**src/rtl/pipe_hazard_ctrl_if.sv**
```systemverilog
// pipe_hazard_ctrl_if: hazard-controller bus, pipeline state in and register enables/clears out
interface pipe_hazard_ctrl_if;
  logic [4:0]  id_rs;
  logic [4:0]  id_rt;
  logic        id_uses_rt;
  logic [4:0]  ex_rt;
  logic        ex_memtoreg;
  logic        ex_mc_op;
  logic        branch_taken;
  logic        debug_halt;
  logic        debug_step;
  logic        pc_le;
  logic        if_id_le;
  logic        id_ex_le;
  logic        ex_mem_le;
  logic        if_id_clear;
  logic        id_ex_clear;
  logic        ex_mem_clear;
  logic [1:0]  state;
  logic [15:0] stall_cycles;
  modport master (
    output id_rs, id_rt, id_uses_rt, ex_rt, ex_memtoreg, ex_mc_op, branch_taken, debug_halt, debug_step,
    input  pc_le, if_id_le, id_ex_le, ex_mem_le, if_id_clear, id_ex_clear, ex_mem_clear, state, stall_cycles
  );
  modport slave (
    input  id_rs, id_rt, id_uses_rt, ex_rt, ex_memtoreg, ex_mc_op, branch_taken, debug_halt, debug_step,
    output pc_le, if_id_le, id_ex_le, ex_mem_le, if_id_clear, id_ex_clear, ex_mem_clear, state, stall_cycles
  );
endinterface

```
**src/rtl/pipe_hazard_ctrl.sv**
```systemverilog
// pipe_hazard_ctrl: load-use / multi-cycle stall, branch flush and debug halt/step control
module pipe_hazard_ctrl #(
  parameter int MC_CYCLES = 4
) (
  input logic               clk,
  input logic               reset,
  pipe_hazard_ctrl_if.slave bus
);
  typedef enum logic [1:0] {RUN = 2'd0, MC_WAIT = 2'd1, HALT = 2'd2, STEP = 2'd3} state_t;
  state_t      st, nxt;
  logic [3:0]  cnt, cnt_nxt;
  logic [15:0] stall;
  logic        lu, eval, mc_stall, lu_stall, freeze, rel, br, pc_le, stall_inc;
  assign lu = bus.ex_memtoreg && bus.ex_rt != 5'd0 &&
              (bus.ex_rt == bus.id_rs || (bus.id_uses_rt && bus.ex_rt == bus.id_rt));
  // Hazard priority is evaluated in RUN (unless halting) and in the single STEP cycle
  assign eval      = (st == RUN && !bus.debug_halt) || st == STEP;
  assign mc_stall  = (eval && bus.ex_mc_op) || (st == MC_WAIT && cnt != 4'd0);
  assign lu_stall  = eval && !bus.ex_mc_op && lu;
  assign freeze    = (st == RUN && bus.debug_halt) || st == HALT;
  assign rel       = st == MC_WAIT && cnt == 4'd0;
  assign br        = ((eval && !bus.ex_mc_op && !lu) || rel) && bus.branch_taken;
  assign stall_inc = !pc_le && st != HALT && !(st == RUN && bus.debug_halt);
  // State, multi-cycle countdown and saturating stall counter
  always_ff @(posedge clk or negedge reset) begin
    if (!reset) begin
      st    <= RUN;
      cnt   <= 4'd0;
      stall <= 16'd0;
    end else begin
      st    <= nxt;
      cnt   <= cnt_nxt;
      stall <= stall + 16'((stall_inc && stall != 16'hFFFF) ? 1 : 0);
    end
  end
  // Next state: halt requests during a multi-cycle op wait for its release cycle
  always_comb begin
    nxt = st;
    unique case (st)
      RUN:     nxt = bus.debug_halt ? HALT : bus.ex_mc_op ? MC_WAIT : RUN;
      MC_WAIT: nxt = cnt != 4'd0 ? MC_WAIT : bus.debug_halt ? HALT : RUN;
      HALT:    nxt = bus.debug_step ? STEP : !bus.debug_halt ? RUN : HALT;
      STEP:    nxt = bus.ex_mc_op ? MC_WAIT : HALT;
      default: nxt = RUN;
    endcase
    cnt_nxt = (eval && bus.ex_mc_op) ? 4'(MC_CYCLES - 2) : (st == MC_WAIT && cnt != 4'd0) ? cnt - 4'd1 : cnt;
  end
  // Register enables and bubble clears; reset forces every register to load a bubble
  always_comb begin
    pc_le            = reset && !freeze && !mc_stall && !lu_stall;
    bus.pc_le        = pc_le;
    bus.if_id_le     = pc_le;
    bus.id_ex_le     = reset && !freeze && !mc_stall;
    bus.ex_mem_le    = reset && !freeze;
    bus.if_id_clear  = !reset || br;
    bus.id_ex_clear  = !reset || lu_stall;
    bus.ex_mem_clear = !reset || mc_stall;
    bus.state        = st;
    bus.stall_cycles = stall;
  end
endmodule

```
**src/flat_wrapper.sv**
```systemverilog
// flat-port wrapper written by rule: the top's interface ports become plain ports
module pipe_hazard_ctrl_flat 
#(
  parameter int MC_CYCLES = 4
)
  (clk, reset, bus_id_rs, bus_id_rt, bus_id_uses_rt, bus_ex_rt, bus_ex_memtoreg, bus_ex_mc_op, bus_branch_taken, bus_debug_halt, bus_debug_step, bus_pc_le, bus_if_id_le, bus_id_ex_le, bus_ex_mem_le, bus_if_id_clear, bus_id_ex_clear, bus_ex_mem_clear, bus_state, bus_stall_cycles);
  pipe_hazard_ctrl_if bus_i ();
  input logic clk;
  input logic reset;
  input wire logic [$bits(bus_i.id_rs)-1:0] bus_id_rs;
  input wire logic [$bits(bus_i.id_rt)-1:0] bus_id_rt;
  input wire logic [$bits(bus_i.id_uses_rt)-1:0] bus_id_uses_rt;
  input wire logic [$bits(bus_i.ex_rt)-1:0] bus_ex_rt;
  input wire logic [$bits(bus_i.ex_memtoreg)-1:0] bus_ex_memtoreg;
  input wire logic [$bits(bus_i.ex_mc_op)-1:0] bus_ex_mc_op;
  input wire logic [$bits(bus_i.branch_taken)-1:0] bus_branch_taken;
  input wire logic [$bits(bus_i.debug_halt)-1:0] bus_debug_halt;
  input wire logic [$bits(bus_i.debug_step)-1:0] bus_debug_step;
  output wire logic [$bits(bus_i.pc_le)-1:0] bus_pc_le;
  output wire logic [$bits(bus_i.if_id_le)-1:0] bus_if_id_le;
  output wire logic [$bits(bus_i.id_ex_le)-1:0] bus_id_ex_le;
  output wire logic [$bits(bus_i.ex_mem_le)-1:0] bus_ex_mem_le;
  output wire logic [$bits(bus_i.if_id_clear)-1:0] bus_if_id_clear;
  output wire logic [$bits(bus_i.id_ex_clear)-1:0] bus_id_ex_clear;
  output wire logic [$bits(bus_i.ex_mem_clear)-1:0] bus_ex_mem_clear;
  output wire logic [$bits(bus_i.state)-1:0] bus_state;
  output wire logic [$bits(bus_i.stall_cycles)-1:0] bus_stall_cycles;
  assign bus_i.id_rs = bus_id_rs;
  assign bus_i.id_rt = bus_id_rt;
  assign bus_i.id_uses_rt = bus_id_uses_rt;
  assign bus_i.ex_rt = bus_ex_rt;
  assign bus_i.ex_memtoreg = bus_ex_memtoreg;
  assign bus_i.ex_mc_op = bus_ex_mc_op;
  assign bus_i.branch_taken = bus_branch_taken;
  assign bus_i.debug_halt = bus_debug_halt;
  assign bus_i.debug_step = bus_debug_step;
  assign bus_pc_le = bus_i.pc_le;
  assign bus_if_id_le = bus_i.if_id_le;
  assign bus_id_ex_le = bus_i.id_ex_le;
  assign bus_ex_mem_le = bus_i.ex_mem_le;
  assign bus_if_id_clear = bus_i.if_id_clear;
  assign bus_id_ex_clear = bus_i.id_ex_clear;
  assign bus_ex_mem_clear = bus_i.ex_mem_clear;
  assign bus_state = bus_i.state;
  assign bus_stall_cycles = bus_i.stall_cycles;
  pipe_hazard_ctrl #(.MC_CYCLES(MC_CYCLES)) u_core (.clk(clk), .reset(reset), .bus(bus_i));
endmodule
```
**config.mk**
```make
export PLATFORM = sky130hd
export DESIGN_NAME = pipe_hazard_ctrl_flat
export DESIGN_NICKNAME = d
export VERILOG_FILES = /design/src/rtl/pipe_hazard_ctrl_if.sv /design/src/rtl/pipe_hazard_ctrl.sv /design/src/flat_wrapper.sv
export SDC_FILE = /design/constraint.sdc
export NUM_CORES = 1
export LEC_CHECK = 0
export ABC_CLOCK_PERIOD_IN_PS = 4800
export CAP_MARGIN = 10
export CORE_ASPECT_RATIO = 1.25
export CORE_MARGIN = 3
export CORE_UTILIZATION = 37
export DETAILED_ROUTE_END_ITERATION = 10
export PLACE_DENSITY = 0.69
export SYNTH_ARGS = -nofsm -noshare
export SYNTH_HDL_FRONTEND = slang
export SYNTH_SLANG_ARGS = --single-unit
export TNS_END_PERCENT = 1
```
**constraint.sdc**
```tcl
create_clock -name clk -period 4.8 [get_ports clk]
set_input_delay 0.96 -clock clk [delete_from_list [all_inputs] [get_ports clk]]
set_output_delay 0.96 -clock clk [all_outputs]
set_load 0.01 [all_outputs]
```
==> results.yml <==
timing:
  max_slew_margin: 0.673
  post-route-period-util: 0.820
  final-hold-violation-count: 0
  grt_setup_unrepaired: "no"
  tns_ns: 0
  drv_slew: 0
  clock_skew_ns: 0.00925
  fmax_mhz: 254
  worstMarginPinSlew_ns: 0.488
  fin_crit_ns: 3.93
  finalSetupViolations: 0
power:
  clkPwrFrac: 0.171
  p_sw_w: 0.000292
  p_sw_frac: 0.358
  p_leak_nw: 0.750
  powerDensity_nw_per_um2: 452
  p_int_w: 0.000524
  comb_power_share: 0.451
  ir_worst_vdd_v: 0.000313
  pwr-share-seq: 0.378
global_routing:
  grt_max_degree: 18
  overflow: 0
  track_usage: 0.146
  antenna_found_initial: 0
  grt_pass1_wl_um: 4750
  grt_pass1_vias: 1087
cells_and_area:
  layout.nets: 206
  areaGrowthSynthToFinish_pct: 45.9
  antenna_cells: 0
  drive_above_1_share: 0.0618
  finalInstanceArea_sq_um: 1810
critical_path:
  path_max_fanout: 3
  required_ns: 3.84
  worst_ep_arrival_time_ns: 2.97
  cp-startpoint: "bus_ex_rt[0]"
  critPathKind: "in2out"
  worstReg2RegStart: "u_core.cnt[0]$_DFFE_PN0P_"
  start_kind: "input pin"
  endpoint_kind: "primary output"
clock_network:
  cts_setup_buffers: 0
  insertion_delay_ns: 0.30
  cts_sinks: 22
  h-tree-depth: 1
  path_clk_slew_ns: 0.13
  cts_resized: 0
  clock-root-buffer: "clkbuf_4"
  numCtsBuffers: 3
  cts_buffer_depth: 2
  cts_tree: "yes"
  holdBufCountCts: 0
synthesis:
  ys_ff_latch: 22
  ys_types: 31
  syn_inst: 127
  yosysSeqAreaShare: 0.444
  synth_warnings: 0
  syn_nets: 154
  syn-cell-area_sq_um: 1240
  avgSynthCellArea_sq_um: 9.75
min_path:
  min_path_type: "reg2reg"
  hp-start: "u_core.bus.stall_cycles[5]$_DFF_PN0_"
route:
  met2_length_um: 1420
  drtIter0Drc: 39
  wirelength_um: 2840
  maxUsedRoutingLayer: "met4"
  drt-met1-wl_um: 1190
  antenna_left: 0
  firstDrtPassIters: 4
  drcViolationCount: 0
  via_per_inst: 4.94
  wl_met3_um: 197
  wire_per_inst_um: 13.3
  vias: 1057
run:
  max_cap_violations: 0
die:
  core_sq_um: 3080
  die_h_um: 70.7
  ios: 48
  die_w_um: 57.8
  rows: 22
  start_util: 0.402
  die_area_sq_um: 4080
place:
  gp_congestion: 0.727
  io_buffer_count: 47
  place_area_sq_um: 1750
  hpwl_um: 2340
run_status:
  outcome: "finished, final reports clean"
layout make-up:
cell class	instances	area, sq um
fillers	286	1280
multi-input cells	98	658
flip-flops and latches	22	551
repair buffers	48	478
well taps	36	45.0
clock inverters	1	30.0
clock buffers	3	22.5
inverters	6	22.5
placed cells by master, fill, tap and decap left out, drive strengths merged, types with 2 or more instances in the layout:
cell,instances
ha,4
xor2,5
clkdlybuf4s50,47
xnor2,22
inv,6
nand4,6
o21ai,2
o22ai,2
dfrtp,22
nand2,13
nor2,11
nor3,4
clkbuf,3
a21oi,3
and2,2
nand3,12
metal layers:
layer | up-vias | GRT usage
li1 | 533 | -
met1 | 486 | 0.182
met2 | 36 | 0.244
met3 | 2 | 0.0365
met4 | 0 | 0.0490
met5 | - | 0
state kept, by name (all words and copies together) (netlist names):
name and count:
u_core.cnt 4, u_core.bus.state 2, u_core.bus.stall_cycles 16
through the flow:
stage | power, W | hold WS (ns) | util | setup slack, ns | cells
2_1_floorplan | 0.000504 | 0.504 | - | 1.78 | 127
3_3_place_gp | 0.000676 | 0.485 | 0.569 | 0.871 | 210
3_5_place_dp | 0.000685 | 0.483 | 0.569 | 0.847 | 210
4_1_cts | 0.000828 | 0.500 | 0.586 | 0.838 | 214
5_1_grt | 0.000878 | 0.521 | 0.586 | 0.727 | 214
6_report | 0.000817 | 0.495 | 0.586 | 0.865 | 214
worst max-delay path, cell delays in order:
cell and delay, ns:
clkdlybuf4s50_1 0.48, or4_4 0.56, o21ai_2 0.14, nor3_1 0.09, a21oi_2 0.19, clkdlybuf4s50_1 0.57
synth_stat cells:
cell / number / area share
ha_1: 4 / 0.040
nand2b_1: 1 / 0.0051
and2_1: 2 / 0.010
o22ai_1: 2 / 0.010
o31ai_1: 1 / 0.0061
inv_1: 6 / 0.018
nand2_2: 1 / 0.0051
nor4_2: 1 / 0.010
nor3_1: 4 / 0.016
nor2_1: 11 / 0.033
buf_4: 1 / 0.0061
nor2b_1: 1 / 0.0051
a311oi_1: 1 / 0.0071
o21ai_0: 1 / 0.0040
nand4_1: 5 / 0.025
nand3_1: 12 / 0.048
or4_4: 1 / 0.0091
a21oi_1: 2 / 0.0081
o21ai_2: 1 / 0.0071
o211ai_1: 1 / 0.0061
a21oi_2: 1 / 0.0071
dfrtp_1: 22 / 0.44
nand2_1: 12 / 0.036
and2b_1: 1 / 0.0061
or3b_1: 1 / 0.0071
xnor2_1: 22 / 0.16
nand4_2: 1 / 0.010
and3_1: 1 / 0.0051
o21bai_1: 1 / 0.0061
nand3b_1: 1 / 0.0061
xor2_1: 5 / 0.035
path summary, 6_finish.rpt:
path / to / slack [ns] / cells after the start
setup / recovery: bus_pc_le / 0.87 / 6
hold / removal: u_core.bus.stall_cycles[5]$_DFF_PN0_ / 0.50 / 1
setup reg to reg: u_core.bus.stall_cycles[8]$_DFF_PN0_ / 2.22 / 13
hold reg to reg: u_core.bus.stall_cycles[5]$_DFF_PN0_ / 0.50 / 1
max in group asynchronous: u_core.bus.stall_cycles[0]$_DFF_PN0_ / 3.23 / 2
min in group asynchronous: u_core.bus.state[1]$_DFF_PN0_ / 0.98 / 1
power groups by stage:
| stage | Combinational [W] | Clock (W) | Sequential [W] |
|---|---|---|---|
| floorplan | 0.000187 | 0 | 0.000316 |
| global placement | 0.000366 | 0 | 0.000309 |
| detailed placement | 0.000373 | 0 | 0.000312 |
| CTS | 0.000376 | 0.000142 | 0.000309 |
| global route | 0.000409 | 0.000149 | 0.000319 |
| finish | 0.000369 | 0.000139 | 0.000309 |
kinds of logic after synthesis:
logic type,share of synthesized area
simple gates,0.238
xor+xnor,0.191
flops,0.444
compound gates,0.0616
buf+inv,0.0242
fa+ha+maj,0.0404
(Power assumes the default switching activity.)
